==> src/rtl/result_packetizer_pkg.sv <==
// Accelerator host-protocol constants shared by the UART command decoder and the
// result packetizer: frame bytes and packetizer FSM state encoding.
package result_packetizer_pkg;

   localparam logic [7:0] PKT_HDR_BYTE   = 8'hA5;
   localparam logic [7:0] PKT_CMD_RESULT = 8'h81;

   localparam int STATE_W = 4;

   localparam logic [STATE_W-1:0] ST_IDLE    = 4'd0;
   localparam logic [STATE_W-1:0] ST_HDR     = 4'd1;
   localparam logic [STATE_W-1:0] ST_CMD     = 4'd2;
   localparam logic [STATE_W-1:0] ST_LEN     = 4'd3;
   localparam logic [STATE_W-1:0] ST_FETCH   = 4'd4;
   localparam logic [STATE_W-1:0] ST_WAIT    = 4'd5;
   localparam logic [STATE_W-1:0] ST_PAYLOAD = 4'd6;
   localparam logic [STATE_W-1:0] ST_CSUM    = 4'd7;
   localparam logic [STATE_W-1:0] ST_DONE    = 4'd8;

   // States in which a byte is offered to the UART transmitter.
   function automatic logic is_tx_state(input logic [STATE_W-1:0] st);
      return (st == ST_HDR) || (st == ST_CMD) || (st == ST_LEN) ||
             (st == ST_PAYLOAD) || (st == ST_CSUM);
   endfunction

endpackage

==> src/rtl/result_packetizer.sv <==
// Streams a block of 32-bit C-memory words to the UART as a framed packet:
// HDR, CMD, LEN, little-endian payload, XOR checksum over everything but HDR.
module result_packetizer
   import result_packetizer_pkg::*;
#(
   parameter int          ADDR_W   = 6,
   parameter logic [7:0]  HDR_BYTE = PKT_HDR_BYTE,
   parameter logic [7:0]  CMD_BYTE = PKT_CMD_RESULT
) (
   input  logic              clk,
   input  logic              rst_n,
   input  logic              start,
   input  logic [ADDR_W-1:0] base_addr,
   input  logic [7:0]        word_count,
   output logic              mem_rd_en,
   output logic [ADDR_W-1:0] mem_rd_addr,
   input  logic [31:0]       mem_rd_data,
   output logic [7:0]        tx_data,
   output logic              tx_valid,
   input  logic              tx_ready,
   output logic              busy,
   output logic              done
);

   logic [STATE_W-1:0] state_r;
   logic [ADDR_W-1:0]  addr_r;
   logic [7:0]         remaining_r;
   logic [31:0]        word_r;
   logic [1:0]         byte_idx_r;
   logic [7:0]         csum_r;
   logic               xfer;

   // All outputs decode straight from registered state, so tx_data cannot move
   // while a byte is stalled on tx_ready.
   assign tx_valid    = is_tx_state(state_r);
   assign xfer        = tx_valid && tx_ready;
   assign mem_rd_en   = (state_r == ST_FETCH);
   assign mem_rd_addr = addr_r;
   assign busy        = (state_r != ST_IDLE) && (state_r != ST_DONE);
   assign done        = (state_r == ST_DONE);

   // NOTE: every variable assigned in always_comb gets a default first so no latch is inferred.
   always_comb begin
      tx_data = '0;
      case (state_r)
         ST_HDR:     tx_data = HDR_BYTE;
         ST_CMD:     tx_data = CMD_BYTE;
         ST_LEN:     tx_data = remaining_r;
         ST_PAYLOAD: tx_data = word_r[{byte_idx_r, 3'b000} +: 8];
         ST_CSUM:    tx_data = csum_r;
         default:    tx_data = '0;
      endcase
   end

   // NOTE: sequential state uses non-blocking assignments so every register samples pre-edge values.
   always_ff @(posedge clk or negedge rst_n) begin
      if (!rst_n) begin
         state_r     <= ST_IDLE;
         addr_r      <= '0;
         remaining_r <= '0;
         word_r      <= '0;
         byte_idx_r  <= '0;
         csum_r      <= '0;
      end else begin
         case (state_r)
            ST_IDLE: begin
               if (start) begin
                  addr_r      <= base_addr;
                  remaining_r <= word_count;
                  csum_r      <= '0;
                  byte_idx_r  <= '0;
                  state_r     <= ST_HDR;
               end
            end
            ST_HDR: begin
               if (xfer) state_r <= ST_CMD;
            end
            ST_CMD: begin
               if (xfer) begin
                  csum_r  <= csum_r ^ CMD_BYTE;
                  state_r <= ST_LEN;
               end
            end
            ST_LEN: begin
               if (xfer) begin
                  csum_r  <= csum_r ^ remaining_r;
                  state_r <= (remaining_r != 8'd0) ? ST_FETCH : ST_CSUM;
               end
            end
            ST_FETCH: state_r <= ST_WAIT;
            ST_WAIT: begin
               word_r  <= mem_rd_data;
               state_r <= ST_PAYLOAD;
            end
            ST_PAYLOAD: begin
               if (xfer) begin
                  csum_r <= csum_r ^ tx_data;
                  if (byte_idx_r == 2'd3) begin
                     byte_idx_r  <= '0;
                     remaining_r <= remaining_r - 8'd1;
                     addr_r      <= addr_r + ADDR_W'(1);
                     state_r     <= (remaining_r == 8'd1) ? ST_CSUM : ST_FETCH;
                  end else begin
                     byte_idx_r <= byte_idx_r + 2'd1;
                  end
               end
            end
            ST_CSUM: begin
               if (xfer) state_r <= ST_DONE;
            end
            ST_DONE:  state_r <= ST_IDLE;
            default:  state_r <= ST_IDLE;
         endcase
      end
   end

endmodule

==> config.mk <==
export PLATFORM = sky130hd
export DESIGN_NAME = result_packetizer
export DESIGN_NICKNAME = d
export VERILOG_FILES = /design/src/rtl/result_packetizer_pkg.sv /design/src/rtl/result_packetizer.sv
export SDC_FILE = /design/constraint.sdc
export NUM_CORES = 1
export LEC_CHECK = 0
export CORE_AREA = 2 2 91 93
export CTS_CLUSTER_DIAMETER = 40
export DETAILED_ROUTE_END_ITERATION = 10
export DIE_AREA = 0 0 93 95
export PLACE_DENSITY_LB_ADDON = 0.3
export SLEW_MARGIN = 25
export SYNTH_ARGS = -nofsm -noshare
export SYNTH_HDL_FRONTEND = slang
export SYNTH_SLANG_ARGS = --single-unit
==> constraint.sdc <==
create_clock -name clk -period 2.23 [get_ports clk]
set_input_delay 0.3345 -clock clk [delete_from_list [all_inputs] [get_ports clk]]
set_output_delay 0.3345 -clock clk [all_outputs]
set_load 0.02 [all_outputs]
== Word-level counts from Yosys, hierarchy flattened ==
Cells that the tools add are included.
Storage, ports and cells
  output and inout bits: 18
  logic and storage cells: 78
  register bits: 60
  input bits: 50
Operators by class
  add/sub/neg operators: 3
  eq/ne operators: 18
  reductions and logical operators: 17
  bitwise gates (word level): 4
  shift operators: 1
  muxes and demuxes: 28
Operators with widths (count)
  $mux 8: 7
  $pmux 8 s5: 1
  $pmux 4 s8: 1
  $pmux 8 s4: 1
  $shiftx 32x6->8: 1
  $mux 4: 7
  $mux 6: 3
  $eq 4x3->1 const B: 4
  $pmux 8 s2: 1
  $xor 8x8->8: 2
  $ne 2x2->1 const B: 6
  $pmux 6 s2: 1
  $mux 2: 5
  $reduce_and 5->1: 2
  $eq 4x2->1 const B: 2
  $eq 8x1->1 const B: 1
  $reduce_bool 4->1: 2
  $reduce_bool 8->1: 1
  $sub 8x1->8 const B: 1
  $reduce_and 7->1: 1
  $add 6x1->6 const B: 1
  $eq 4x1->1 const B: 1
  $eq 4x4->1 const B: 1
  $logic_not 4->1: 1
  13 further kinds: 17

== Logic depth before layout (Yosys ltp) ==
Gate-level depths: netlist (run 1).
  depth in word-level cells: 8
  gate-level depth with buffers: 7
  gate-level depth less buffers: 6

== Worst setup path after synthesis (run 1) ==
No wires, ideal clock.
  path kind: register to output
  start point: register state_r[1]
  end point: output port tx_data[7]
  buffers on the path: 2
  cell stages (with the launch flop): 7
  arrival time: 1.533 ns
  data required time: 1.896 ns
  setup slack: 0.363 ns
  cell sequence: dfrtp_1 -> buf_2 -> buf_2 -> nor2b_1 -> o21ai_0 -> a21boi_0 -> o21ai_0
On the way
  word-level cells in the longest chain between the ends: 2
  elaborated cells between the ends (all ways): 6
  those cells by class: eq/ne: 5; mux: 1
Ends and longest elaborated chain
  from (decl): line result_packetizer.sv:25  | logic [STATE_W-1:0] state_r;
  from (signal assigned): line result_packetizer.sv:87  | state_r <= (remaining_r != 8'd0) ? ST_FETCH : ST_CSUM;
  from (signal assigned): line result_packetizer.sv:102  | state_r <= (remaining_r == 8'd1) ? ST_CSUM : ST_FETCH;
  $eq 4x3->1 (tied with other cells): line result_packetizer.sv:45  | case (state_r)
  $pmux 8 s5 *: line result_packetizer.sv:45
  to (decl): line result_packetizer.sv:18  | output logic [7:0] tx_data,
Every way passes the cells marked *; elsewhere a longest branch is shown, timed or not.

== Worst setup path after layout (run 1) ==
  start point: register byte_idx_r[0]
  end point: output port tx_data[0]
On the way
  word-level cells in the longest chain between the ends: 2
Ends and longest elaborated chain
  from (decl): line result_packetizer.sv:29  | logic [1:0] byte_idx_r;
  from (signal assigned): line result_packetizer.sv:104  | byte_idx_r <= byte_idx_r + 2'd1;
  $shiftx 32x6->8: line result_packetizer.sv:49  | ST_PAYLOAD: tx_data = word_r[{byte_idx_r, 3'b000} +: 8];
  $pmux 8 s5: line result_packetizer.sv:45
Every way passes these cells.

==> flow_metrics.tcl, run 1 <==
set metrics [dict create \
    detail_route.wirelength_mm 8.84 \
    num_vias 2982 \
    cp_max_fo 7 \
    synth_top_family_by_area "compound AO/OA/AOI/OAI gates" \
    ys.flop_type "dfrtp_1" \
    maxSlewViolCount 0 \
    diodes 0 \
    mostFrequentLayoutCells "dfrtp_1 (60), clkdlybuf4s50_1 (54), o21ai_0 (39), buf_4 (35), mux2_2 (31)" \
    p_sw_w 0.00261 \
    synth_seq_cells 60 \
    insertion_delay_ns 0.34 \
    port_buffers 67 \
    fp-row-count 33 \
    worst_ep_required_time_ns 1.90 \
    finalHoldViolCount 0 \
    initial_core_util 0.433 \
    die_height_um 95 \
    slowest_stage "mux4_2" \
    ys_async_sr_fraction 1.00 \
    grt_setup_unrepaired "true" \
    p_leak_nw 1.88 \
    synth_mux_area_frac 0.177 \
    critPathKind "flop to output pin" \
    grt_util_all_layers 0.214 \
    period_needed_ns 2.18 \
    max_cap_violations 0 \
    place_congestion 0.850 \
    nets 476 \
    worstPathArrival_ns 1.85 \
    rr_startpoint "state_r[1]$_DFFE_PN0P_" \
    clkTransAtPathRegs_ns 0.07 \
    synth_edf_count 0 \
    power.share.clock 0.159 \
    drc 0 \
    cp_top_family "multiplexers" \
    worst_slew_pin_slew_ns 0.773 \
    ctsLongestPathBuffers 2 \
    status "completed" \
    power_density_nw_per_um2 1420 \
    antenna_left 0 \
    fp.dieW_um 93 \
    grt_pass1_vias 3075 \
    synth_compound_area_frac 0.192 \
    synth_seq_area_share 0.438 \
    cp-end-kind "output pin" \
    ir_drop_mv 0.631 \
    vias_per_cell 5.62 \
    yosys_warnings 0 \
    cp-start-kind "flop" \
    cpPeakStageDelay_ns 0.56 \
    syn_area_um2 3430 \
    cts_buffers 9 \
    relSlewSlack 0.485 \
    syn_nets 386 \
    setup_viol 0 \
    pwr-share-comb 0.533 \
    root_buffer "clkbuf_8" \
    synth_area_per_cell_um2 10.4 \
    worstPathCellList "buf_4, mux4_2, nand2_1, o21ai_0, clkdlybuf4s15_2" \
    cts_sinks 60 \
    grt_pass1_wl_mm 14.8 \
    fin_crit_sh 0.978 \
    synth-simple-area-share 0.126 \
    final_core_util 0.578 \
    crit_buf_inv 2 \
    antenna_found_initial 0 \
    initialDrtViolationCount 184 \
    synth_cells 331 \
    synth.distinct_cells 53 \
    p_int_w 0.00387 \
    crit_start "byte_idx_r[0]$_DFFE_PN0P_" \
    cts_tree "built" \
    die-area_um2 8840 \
    grt_max_degree 61 \
    hpwl_mm 6.30 \
    grt-ovfl-total 0 \
    worstHoldPathType "input pin to async pin" \
    seqPwrFrac 0.308 \
    layout_commonest_cell "dfrtp_1" \
    max_freq_ghz 0.458 \
    fin_skew_ns 0.00899 \
    synth_fa_ha_area_frac 0.0182 \
    r2r_cells 6 \
    drt_pre_antenna_iters 4 \
    area_delta_synth_final_pct 33.6 \
    fp.coreArea_um2 7930 \
    path_depth 5 \
    p_sw_frac 0.403 \
    pin_count 68 \
    h-tree-depth 3 \
    avgRoutedWirePerCell_um 16.7 \
    total_power_w 0.00649 \
    drive_gt1_frac 0.246 \
    yosys.area_share.xor_xnor 0.00511 \
]
## state kept, by name, indices dropped and copies added, names as in the netlist
register and cells:
byte_idx_r 2, mem_rd_addr 6, csum_r 8, word_r 32, state_r 4, remaining_r 8
## power by group through the flow
| stage | combinational, W | clock [W] | sequential (W) |
|---|---|---|---|
| after floorplan | 0.00216 | 0 | 0.00195 |
| after global placement | 0.00340 | 0 | 0.00198 |
| after detailed placement | 0.00349 | 0 | 0.00199 |
| after CTS | 0.00344 | 0.00105 | 0.00198 |
| after global routing | 0.00379 | 0.00110 | 0.00206 |
| final | 0.00346 | 0.00103 | 0.00200 |
## final timing paths
kind                                              end  slack [ns]
hold reg to reg                 csum_r[6]$_DFFE_PN0P_        0.48
hold / removal             remaining_r[4]$_DFFE_PN0P_        0.16
setup reg to reg            byte_idx_r[0]$_DFFE_PN0P_        0.25
setup / recovery                           tx_data[0]        0.05
min in group clk                csum_r[6]$_DFFE_PN0P_        0.48
max in group asynchronous       csum_r[0]$_DFFE_PN0P_        1.56
## cell usage after synthesis, types with 3 or more instances
| library cell | count | area (µm²) |
|---|---|---|
| nand2_1 | 24 | 90.1 |
| nand3_1 | 11 | 55.1 |
| a211oi_1 | 4 | 30.0 |
| o21ai_0 | 40 | 200 |
| a31oi_1 | 3 | 18.8 |
| buf_2 | 16 | 80.1 |
| mux2_2 | 31 | 349 |
| mux2i_1 | 4 | 40.0 |
| ha_1 | 5 | 62.6 |
| nand2b_1 | 5 | 31.3 |
| a2bb2oi_1 | 4 | 35.0 |
| nor3_1 | 5 | 25.0 |
| and3_1 | 3 | 18.8 |
| nor2_1 | 16 | 60.1 |
| o31ai_1 | 6 | 45.0 |
| o22ai_1 | 9 | 56.3 |
| inv_1 | 8 | 30.0 |
| a21oi_1 | 16 | 80.1 |
| a22oi_1 | 8 | 60.1 |
| mux4_1 | 7 | 184 |
| clkbuf_1 | 8 | 30.0 |
| dfrtp_1 | 60 | 1500 |
## metal layers
layer  global-route usage  vias to the layer above  wire length (µm)
met5                    0                        -                 0
li1                     -                     1417                 -
met1                0.283                     1458              3820
met4               0.0907                        0               138
met2                0.352                       95              4320
met3               0.0327                       12               569
## kinds of logic after synthesis
family / after synthesis
buffers and inverters: 33
xor gates and xnor gates: 2
muxes: 44
adders and majority gates: 5
AOI/OAI and AO/OA: 105
and+or+nand+nor: 82
DFF: 60
## per-stage QoR
step | TNS (ns) | setup slack, ns | area [µm²] | instances | hold WS [ns]
after floorplan | 0 | 0.363 | 3430 | 331 | 0.0389
after global placement | 0 | 0.0820 | 4400 | 515 | 0.466
after detailed placement | 0 | 0.0577 | 4400 | 515 | 0.473
after CTS | -0.0617 | -0.0617 | 4580 | 531 | 0.176
after global routing | -0.128 | -0.0623 | 4580 | 531 | 0.221
final | 0 | 0.0486 | 4580 | 531 | 0.156
## layout make-up
type	instances	area, µm²
Clock buffer	11	151
Clock inverter	5	60.1
Fill cell	686	3340
Inverter	8	30.0
Multi-Input combinational cell	238	1780
Sequential cell	60	1500
Tap cell	105	131
Timing Repair Buffer	104	930
## worst reg2reg max path, delay by kind of cell, from the launching register on
family	cells	cell delay [ns]
flops	1	0.48
compound gates	1	0.17
simple gates	3	0.88
buf+inv	2	0.38
## repair_timing
item	4_1_cts	5_1_grt
pin swaps	0	0
setup endpoints to repair	11	14
gates cloned	0	0
hold buffers	0	0
resized for setup	36	12
buffers inserted	0	0
No activity file was read; power rests on OpenSTA's default activity.
==> inputs of run 2 (changes only) <==
- CAP_MARGIN: not set -> 20
==> results of run 2 <==
The final DEF is identical to that of run 1; final timing and power are the same.
